`src/rtl/fm_modulator.sv`:
```
// fm_modulator: FM transmit path. Signed audio samples are integrated into a
// phase accumulator; each phase is mapped through a quarter-wave sine LUT and
// emitted as an interleaved I (cos) then Q (sin) byte stream.
//
// Ports:
//   clk      system clock, rising edge
//   rst      asynchronous active-high reset
//   start_i  enable; when low no new samples are accepted
//   data_i   signed 8-bit audio sample
//   valid_i  data_i valid
//   ready_o  combinational; sample accepted on edge where valid_i && ready_o
//   data_o   registered signed I or Q byte
//   valid_o  registered data_o valid
//   iq_o     registered, 0 = I (cos), 1 = Q (sin)
module fm_modulator #(
    parameter int unsigned PHASE_W  = 16,
    parameter int unsigned KF_SHIFT = 6,
    parameter int          FREQ_OFS = 0,
    parameter int unsigned LUT_AW   = 8
) (
    input  logic       clk,
    input  logic       rst,
    input  logic       start_i,
    input  logic [7:0] data_i,
    input  logic       valid_i,
    output logic       ready_o,
    output logic [7:0] data_o,
    output logic       valid_o,
    output logic       iq_o
);

    localparam int unsigned QW = LUT_AW - 2;
    localparam int unsigned QN = 1 << QW;

    // First quadrant of round(127*sin(2*pi*n/256)), n = 0..64. The array
    // bound ties the table to LUT_AW = 8; another width fails elaboration.
    localparam logic [6:0] SINE_Q [0:QN] = '{
        7'd0,   7'd3,   7'd6,   7'd9,   7'd12,  7'd16,  7'd19,  7'd22,
        7'd25,  7'd28,  7'd31,  7'd34,  7'd37,  7'd40,  7'd43,  7'd46,
        7'd49,  7'd51,  7'd54,  7'd57,  7'd60,  7'd63,  7'd65,  7'd68,
        7'd71,  7'd73,  7'd76,  7'd78,  7'd81,  7'd83,  7'd85,  7'd88,
        7'd90,  7'd92,  7'd94,  7'd96,  7'd98,  7'd100, 7'd102, 7'd104,
        7'd106, 7'd107, 7'd109, 7'd111, 7'd112, 7'd113, 7'd115, 7'd116,
        7'd117, 7'd118, 7'd120, 7'd121, 7'd122, 7'd122, 7'd123, 7'd124,
        7'd125, 7'd125, 7'd126, 7'd126, 7'd126, 7'd127, 7'd127, 7'd127,
        7'd127
    };

    typedef enum logic [1:0] {
        IDLE   = 2'd0,
        EMIT_I = 2'd1,
        EMIT_Q = 2'd2
    } state_t;

    state_t             state;
    state_t             state_nxt;
    logic [PHASE_W-1:0] phase;
    logic [PHASE_W-1:0] phase_inc;
    logic [LUT_AW-1:0]  k_q;
    logic [LUT_AW-1:0]  k_i;
    logic [7:0]         cos_v;
    logic [7:0]         sin_v;
    logic [7:0]         data_nxt;
    logic               valid_nxt;
    logic               iq_nxt;
    logic               accept;

    // Full-wave sine from the quarter table: odd quadrants mirror the index,
    // the upper half-wave negates the magnitude.
    function automatic logic [7:0] lut_sin(input logic [LUT_AW-1:0] k);
        logic [QW-1:0] idx;
        logic [QW:0]   addr;
        logic [6:0]    mag;
        idx  = k[QW-1:0];
        addr = k[QW] ? ((QW+1)'(QN) - {1'b0, idx}) : {1'b0, idx};
        mag  = SINE_Q[addr];
        return k[LUT_AW-1] ? 8'(8'd0 - {1'b0, mag}) : {1'b0, mag};
    endfunction

    assign accept    = valid_i && ready_o;
    assign phase_inc = PHASE_W'({{(PHASE_W-8){data_i[7]}}, data_i} << KF_SHIFT)
                     + PHASE_W'(FREQ_OFS);
    assign k_q       = phase[PHASE_W-1 -: LUT_AW];
    assign k_i       = k_q + LUT_AW'(QN);
    assign cos_v     = lut_sin(k_i);
    assign sin_v     = lut_sin(k_q);

    // State register
    always_ff @(posedge clk or posedge rst) begin
        if (rst) begin
            state <= IDLE;
        end else begin
            state <= state_nxt;
        end
    end

    // Next-state logic
    always_comb begin
        state_nxt = state;
        case (state)
            IDLE:    state_nxt = accept ? EMIT_I : IDLE;
            EMIT_I:  state_nxt = EMIT_Q;
            EMIT_Q:  state_nxt = accept ? EMIT_I : IDLE;
            default: state_nxt = IDLE;
        endcase
    end

    // Output decode: ready and next values for the output registers
    always_comb begin
        ready_o   = 1'b0;
        valid_nxt = 1'b0;
        iq_nxt    = 1'b0;
        data_nxt  = cos_v;
        case (state)
            IDLE: begin
                ready_o = start_i && !rst;
            end
            EMIT_I: begin
                valid_nxt = 1'b1;
                data_nxt  = cos_v;
            end
            EMIT_Q: begin
                ready_o   = start_i && !rst;
                valid_nxt = 1'b1;
                iq_nxt    = 1'b1;
                data_nxt  = sin_v;
            end
            default: begin
                ready_o = 1'b0;
            end
        endcase
    end

    // Phase accumulator; wraps modulo 2^PHASE_W
    always_ff @(posedge clk or posedge rst) begin
        if (rst) begin
            phase <= '0;
        end else if (accept) begin
            phase <= phase + phase_inc;
        end
    end

    // Output registers; data/iq hold while idle
    always_ff @(posedge clk or posedge rst) begin
        if (rst) begin
            data_o  <= '0;
            valid_o <= 1'b0;
            iq_o    <= 1'b0;
        end else begin
            valid_o <= valid_nxt;
            if (valid_nxt) begin
                data_o <= data_nxt;
                iq_o   <= iq_nxt;
            end
        end
    end

endmodule

```
`config.mk`:
```
export PLATFORM = sky130hd
export DESIGN_NAME = fm_modulator
export DESIGN_NICKNAME = d
export VERILOG_FILES = /design/src/rtl/fm_modulator.sv
export SDC_FILE = /design/constraint.sdc
export NUM_CORES = 1
export LEC_CHECK = 0
export ABC_AREA = 1
export BUFFER_PORTS_ARGS = -buffer_cell sky130_fd_sc_hd__buf_2
export CAP_MARGIN = 20
export CORE_MARGIN = 3
export CORE_UTILIZATION = 44
export CTS_CLUSTER_DIAMETER = 50
export DETAILED_ROUTE_END_ITERATION = 8
export GPL_ROUTABILITY_DRIVEN = 0
export MAX_ROUTING_LAYER = met4
export PLACE_DENSITY_LB_ADDON = 0.08
export SYNTH_ARGS = -nofsm -noshare
export SYNTH_HDL_FRONTEND = slang
export SYNTH_SLANG_ARGS = --single-unit
```
`constraint.sdc`:
```
create_clock -name clk -period 3.5 [get_ports clk]
set_input_delay 0.35 -clock clk [delete_from_list [all_inputs] [get_ports clk]]
set_output_delay 0.35 -clock clk [all_outputs]
set_load 0.03 [all_outputs]
```
# Yosys cells after proc, flatten, opt, wreduce, memory -nomap -nowiden
# Memories as Yosys holds them, arrays and structs flattened.
# Index checks and enable logic that the tools add are counted.
dict set report totals {
  reg_bits 28
  rom_bits 1792
  out_inout_bits 11
  wordCells 39
  mem_count 2
}
dict set report classes {
  n_addsub 6
  magnitude_cmp 2
  eq_ne 2
  muxes 14
  bitwise 2
  reduce_logical 6
}
# memory depth width rd rd_clocked_by_memory_dff wr line_no
set memory_table {}
lappend memory_table {{(name not given)} 128 7 1 0 0 76} ;# mag = SINE_Q[addr];
lappend memory_table {{(name not given)} 128 7 1 0 0 76}
# operator n
set op_table {}
lappend op_table {{$mux W7} 6}
lappend op_table {{$mux W8} 3}
lappend op_table {{$add A16 B16 Y16} 1}
lappend op_table {{$ge A8 B8 Y1 const B} 2}
lappend op_table {{$not A7 Y8} 2}
lappend op_table {{$sub A1 B7 Y8 const A} 2}
lappend op_table {{$sub A7 B6 Y7 const A} 2}
lappend op_table {{$add A8 B7 Y8 const B} 1}
lappend op_table {{$mux W1} 4}
lappend op_table {{$pmux W2 S2} 1}
lappend op_table {{$reduce_or A2 Y1} 2}
lappend op_table {{$eq A2 B1 Y1 const B} 1}
lappend op_table {{$eq A2 B2 Y1 const B} 1}
lappend op_table {{$logic_and A1 B1 Y1} 2}
lappend op_table {{$logic_not A2 Y1} 1}
lappend op_table {{$logic_not A1 Y1} 1}

# Longest topological paths before layout
dict set report logic_depth {
  depth_word 10
  depth_mapped 26
  ltp_nobuf 25
}

# Worst setup path before layout
# OpenSTA, ideal clock, no wires.
dict set report synth_path {
  kind {reg2reg}
  from {register phase[8]}
  to {register data_o[4]}
  setup_time_ns 0.117
  arrival_ns 3.021
  path_slack_ns 0.362
  stages_incl_launch_ff 24
  path_buffers 1
  period_less_slack_ns 3.138
  cell_sequence {dfrtp_1 > buf_2 > inv_2 > ha_1 > o21ai_1 > inv_1 > ha_1 > inv_1 > nand2_1 > o21ai_1 > nand3_1 > nand3_1 > nand2_1 > nand2_1 > nor2_2 > ha_1 > inv_1 > nor2_1 > nand2_1 > a21o_1 > nand3_1 > nand2_1 > nand2_1 > nand2_1}
}
dict set report synth_between {
  elab_chain_cells 10
  word_cells_on_any_way 18
  classes_between {5 x add/sub; 9 x mux; 2 x bitwise; 2 x memory}
}
# item line_no
set synth_lines {}
lappend synth_lines {{start: declaration} 57} ;# logic [PHASE_W-1:0] phase;
lappend synth_lines {{start signal: assignment} 139} ;# phase <= phase + phase_inc;
lappend synth_lines {{$add A8 B7 Y8} 84} ;# assign k_i = k_q + LUT_AW'(QN);
lappend synth_lines {{$sub A7 B6 Y7} 75} ;# addr = k[QW] ? ((QW+1)'(QN) - {1'b0, idx}) : {1'b0, idx};
lappend synth_lines {{$mux W7} 75}
lappend synth_lines {{$not A7 Y8 (not written as such)} 76}
lappend synth_lines {{$mem_v2 Z128 W7} -}
lappend synth_lines {{$mux W7 (not written as such) (2 in a row)} 76}
lappend synth_lines {{$sub A1 B7 Y8} 77} ;# return k[LUT_AW-1] ? 8'(8'd0 - {1'b0, mag}) : {1'b0, mag};
lappend synth_lines {{$mux W8} 77}
lappend synth_lines {{$mux W8 (*)} 114} ;# case (state)
lappend synth_lines {{end signal: assignment} 152} ;# data_o <= data_nxt;
lappend synth_lines {{end: declaration} 27} ;# output logic [7:0] data_o,
# Every way passes the cells marked *; elsewhere a longest branch is shown, timed or not. The select of a mux whose other input is x is not followed.
# A chain may end at the register's enable or synchronous reset.

# Worst setup path in the final report
dict set report layout_path {
  from {register phase[9]}
  to {register data_o[4]}
}
# The elaborated chain is that of the path after synthesis.

==> results.toml <==
[synthesis]
async_flop_share_pct = 100
yosys.area.top_type = "nand2_1"
synth_area_leaders = "nand2_1, dfrtp_1, nand3_1"
syn_inst = 566
ys.warnings.count = 0
ys_seq_elements = 22
ys_seq_area_share_pct = 17.3
avgSynthCellArea_sq_um = 5.62
yosys.cell_types.count = 34
syn-cell-area_sq_um = 3180
synth_top_area_share_pct = 28.5
synth_most_common_cell = "nand2_1"
synth_fp_nets = 602
ys.flop_type = "dfrtp_1"
synth_edf_count = 0
synth_top_cells_by_count = "nand2_1, nand3_1, inv_1"

[placement]
place_hpwl_microns = 6910
numPortBuffers = 22

[clocking]
clockRootBuffer = "clkbuf_8"
cts_buffers = 3
htreeDepth = 1
ctsHoldBuffers = 0
path_clk_slew_ns = 0.10
cts_tree = "done"
clock_latency_ns = 0.28
clockBufferDepth = 2
clkSinkCount = 22

[routing]
drt-initial-drc-count = 246
route.detailed.drc = 0
ant_nets = 0
wl_microns = 8870
via_per_inst = 5.22
vias = 3536
routed_wire_length_per_instance_microns = 13.1
first_pass_iters = 5

[critical_path]
crit_type = "reg -> reg"
worstRegToRegCells = 22
crit_fanout = 6
cp.arrival_ns = 3.25
worstPathRequired_ns = 3.68
cp-start-kind = "register"
cp-end-kind = "register"

[die]
fp-row-count = 30
die_y_microns = 91.0
fp.dieW_microns = 91.0
die-area_sq_um = 8290
core_sq_um = 6910
start_util_pct = 46.1
io-pin-count = 23

[timing]
fmax_mhz = 326
period_minus_slack_ns = 3.07
rsz0062_at_grt = "no"
finalHoldViolations = 0
tns_ns = 0
setup_violations = 0
worstMarginPinSlew_ns = 0.929
finalClockSkew_ns = 0.00312
maxSlewViolCount = 0
max_slew_margin_pct = 38.0
fin_crit_sh_pct = 87.6

[global_routing]
grt_pass1_vias = 3255
grt_pass1_wl_microns = 15000
gr-total-overflow = 0
grt_max_degree = 23
antenna_found_initial = 0
grt_use_total_pct = 22.2

[finish]
nFillCells = 761
area_delta_synth_final_pct = 8.18
layout.nets = 619
drive_gt1_share_pct = 9.62
antennaDiodeCount = 0

[run]
max_cap_viol_count = 0

[run_status]
status = "completed"

[worst_hold_path]
worst_hold_path_type = "in -> async"
==> state kept, by name (all words and copies together) (netlist names) <==
register / cells
data_o: 8
iq_o: 1
phase: 10
state: 2
valid_o: 1
==> worst max-delay path, stage by stage, from the launching register on <==
cell and delay [ns]:
dfrtp_2 0.46, inv_1 0.14, ha_1 0.26, o21ai_1 0.15, inv_1 0.13, ha_1 0.40
inv_1 0.06, nand2_1 0.08, o21ai_1 0.06, nand3_1 0.07, nand3_1 0.08, nand2_1 0.06
nand2_1 0.05, nor2_2 0.14, ha_1 0.19, inv_1 0.06, nor2_1 0.13, nand2_1 0.09
a21o_1 0.15, nand3_1 0.06, nand2_1 0.05, nand2_1 0.05, nand2_1 0.05
==> worst paths after layout <==
| kind | start | to | slack, ns |
|---|---|---|---|
| setup / recovery | phase[9] | data_o[4] | 0.43 |
| hold / removal | rst | valid_o | 0.27 |
| setup reg to reg | phase[9] | data_o[4] | 0.43 |
| min in group clk | data_i[0] | phase[6] | 0.39 |
| hold reg to reg | iq_o | iq_o | 0.48 |
| max in group asynchronous | rst | phase[9] | 2.60 |
==> per-stage QoR <==
stage	utilization [%]	worst slack, ns	area [sq um]	hold slack [ns]	instances
2_1_floorplan	-	0.362	3180	0.339	566
3_3_place_gp	48.5	0.397	3350	0.454	674
3_5_place_dp	48.5	0.337	3350	0.457	674
4_1_cts	49.6	0.291	3420	0.319	678
5_1_grt	49.8	0.0363	3440	0.363	678
6_report	49.8	0.434	3440	0.268	678
==> area by class of cell <==
type / instances / area [sq um] / area share (%)
clock buffers: 3 / 41.3 / 1.20
clock inverters: 1 / 30.0 / 0.872
inverters: 54 / 205 / 5.96
multi-input cells: 474 / 2340 / 67.9
flip-flops and latches: 22 / 552 / 16.0
well taps: 96 / 120 / 3.49
repair buffers: 28 / 155 / 4.51
==> cells in the final DEF, fill, tap and decap left out, types with 4 or more instances in the layout <==
cell      instances
buf_4             6
dfrtp_1          21
nand2_1         240
inv_1            49
o21ai_0          14
o21ai_1          12
a21oi_1           8
nand2_2           9
nor2_1           45
o211ai_1          4
nand3_1          89
buf_2            22
ha_1             22
==> kinds of logic after synthesis <==
kind of cell / synth area share [%]
AND/OR/NAND/NOR: 53.1
buffers and inverters: 9.75
AO/OA/AOI/OAI: 8.77
adder cells (fa/ha/maj): 9.67
flip-flops: 17.3
XOR/XNOR: 1.38
==> layer usage <==
metal / global-route usage (%) / part of all wire (%) / vias to the layer above / routed length, microns
met2: 36.2 / 47 / 86 / 4160
li1: - / - / 1854 / -
met1: 29.3 / 46 / 1581 / 4100
met3: 2.24 / 5.2 / 15 / 464
met4: 6.28 / 1.7 / 0 / 151
met5: - / 0 / - / 0
==> what timing repair did <==
action                     in CTS  in global routing
buffers inserted                0                  0
gates resized for setup         0                  4
setup endpoints to repair       0                  1
Power is left out: the tool's default activity adds up to more than one toggle a clock period on the data nets, which glitch-free logic cannot reach.
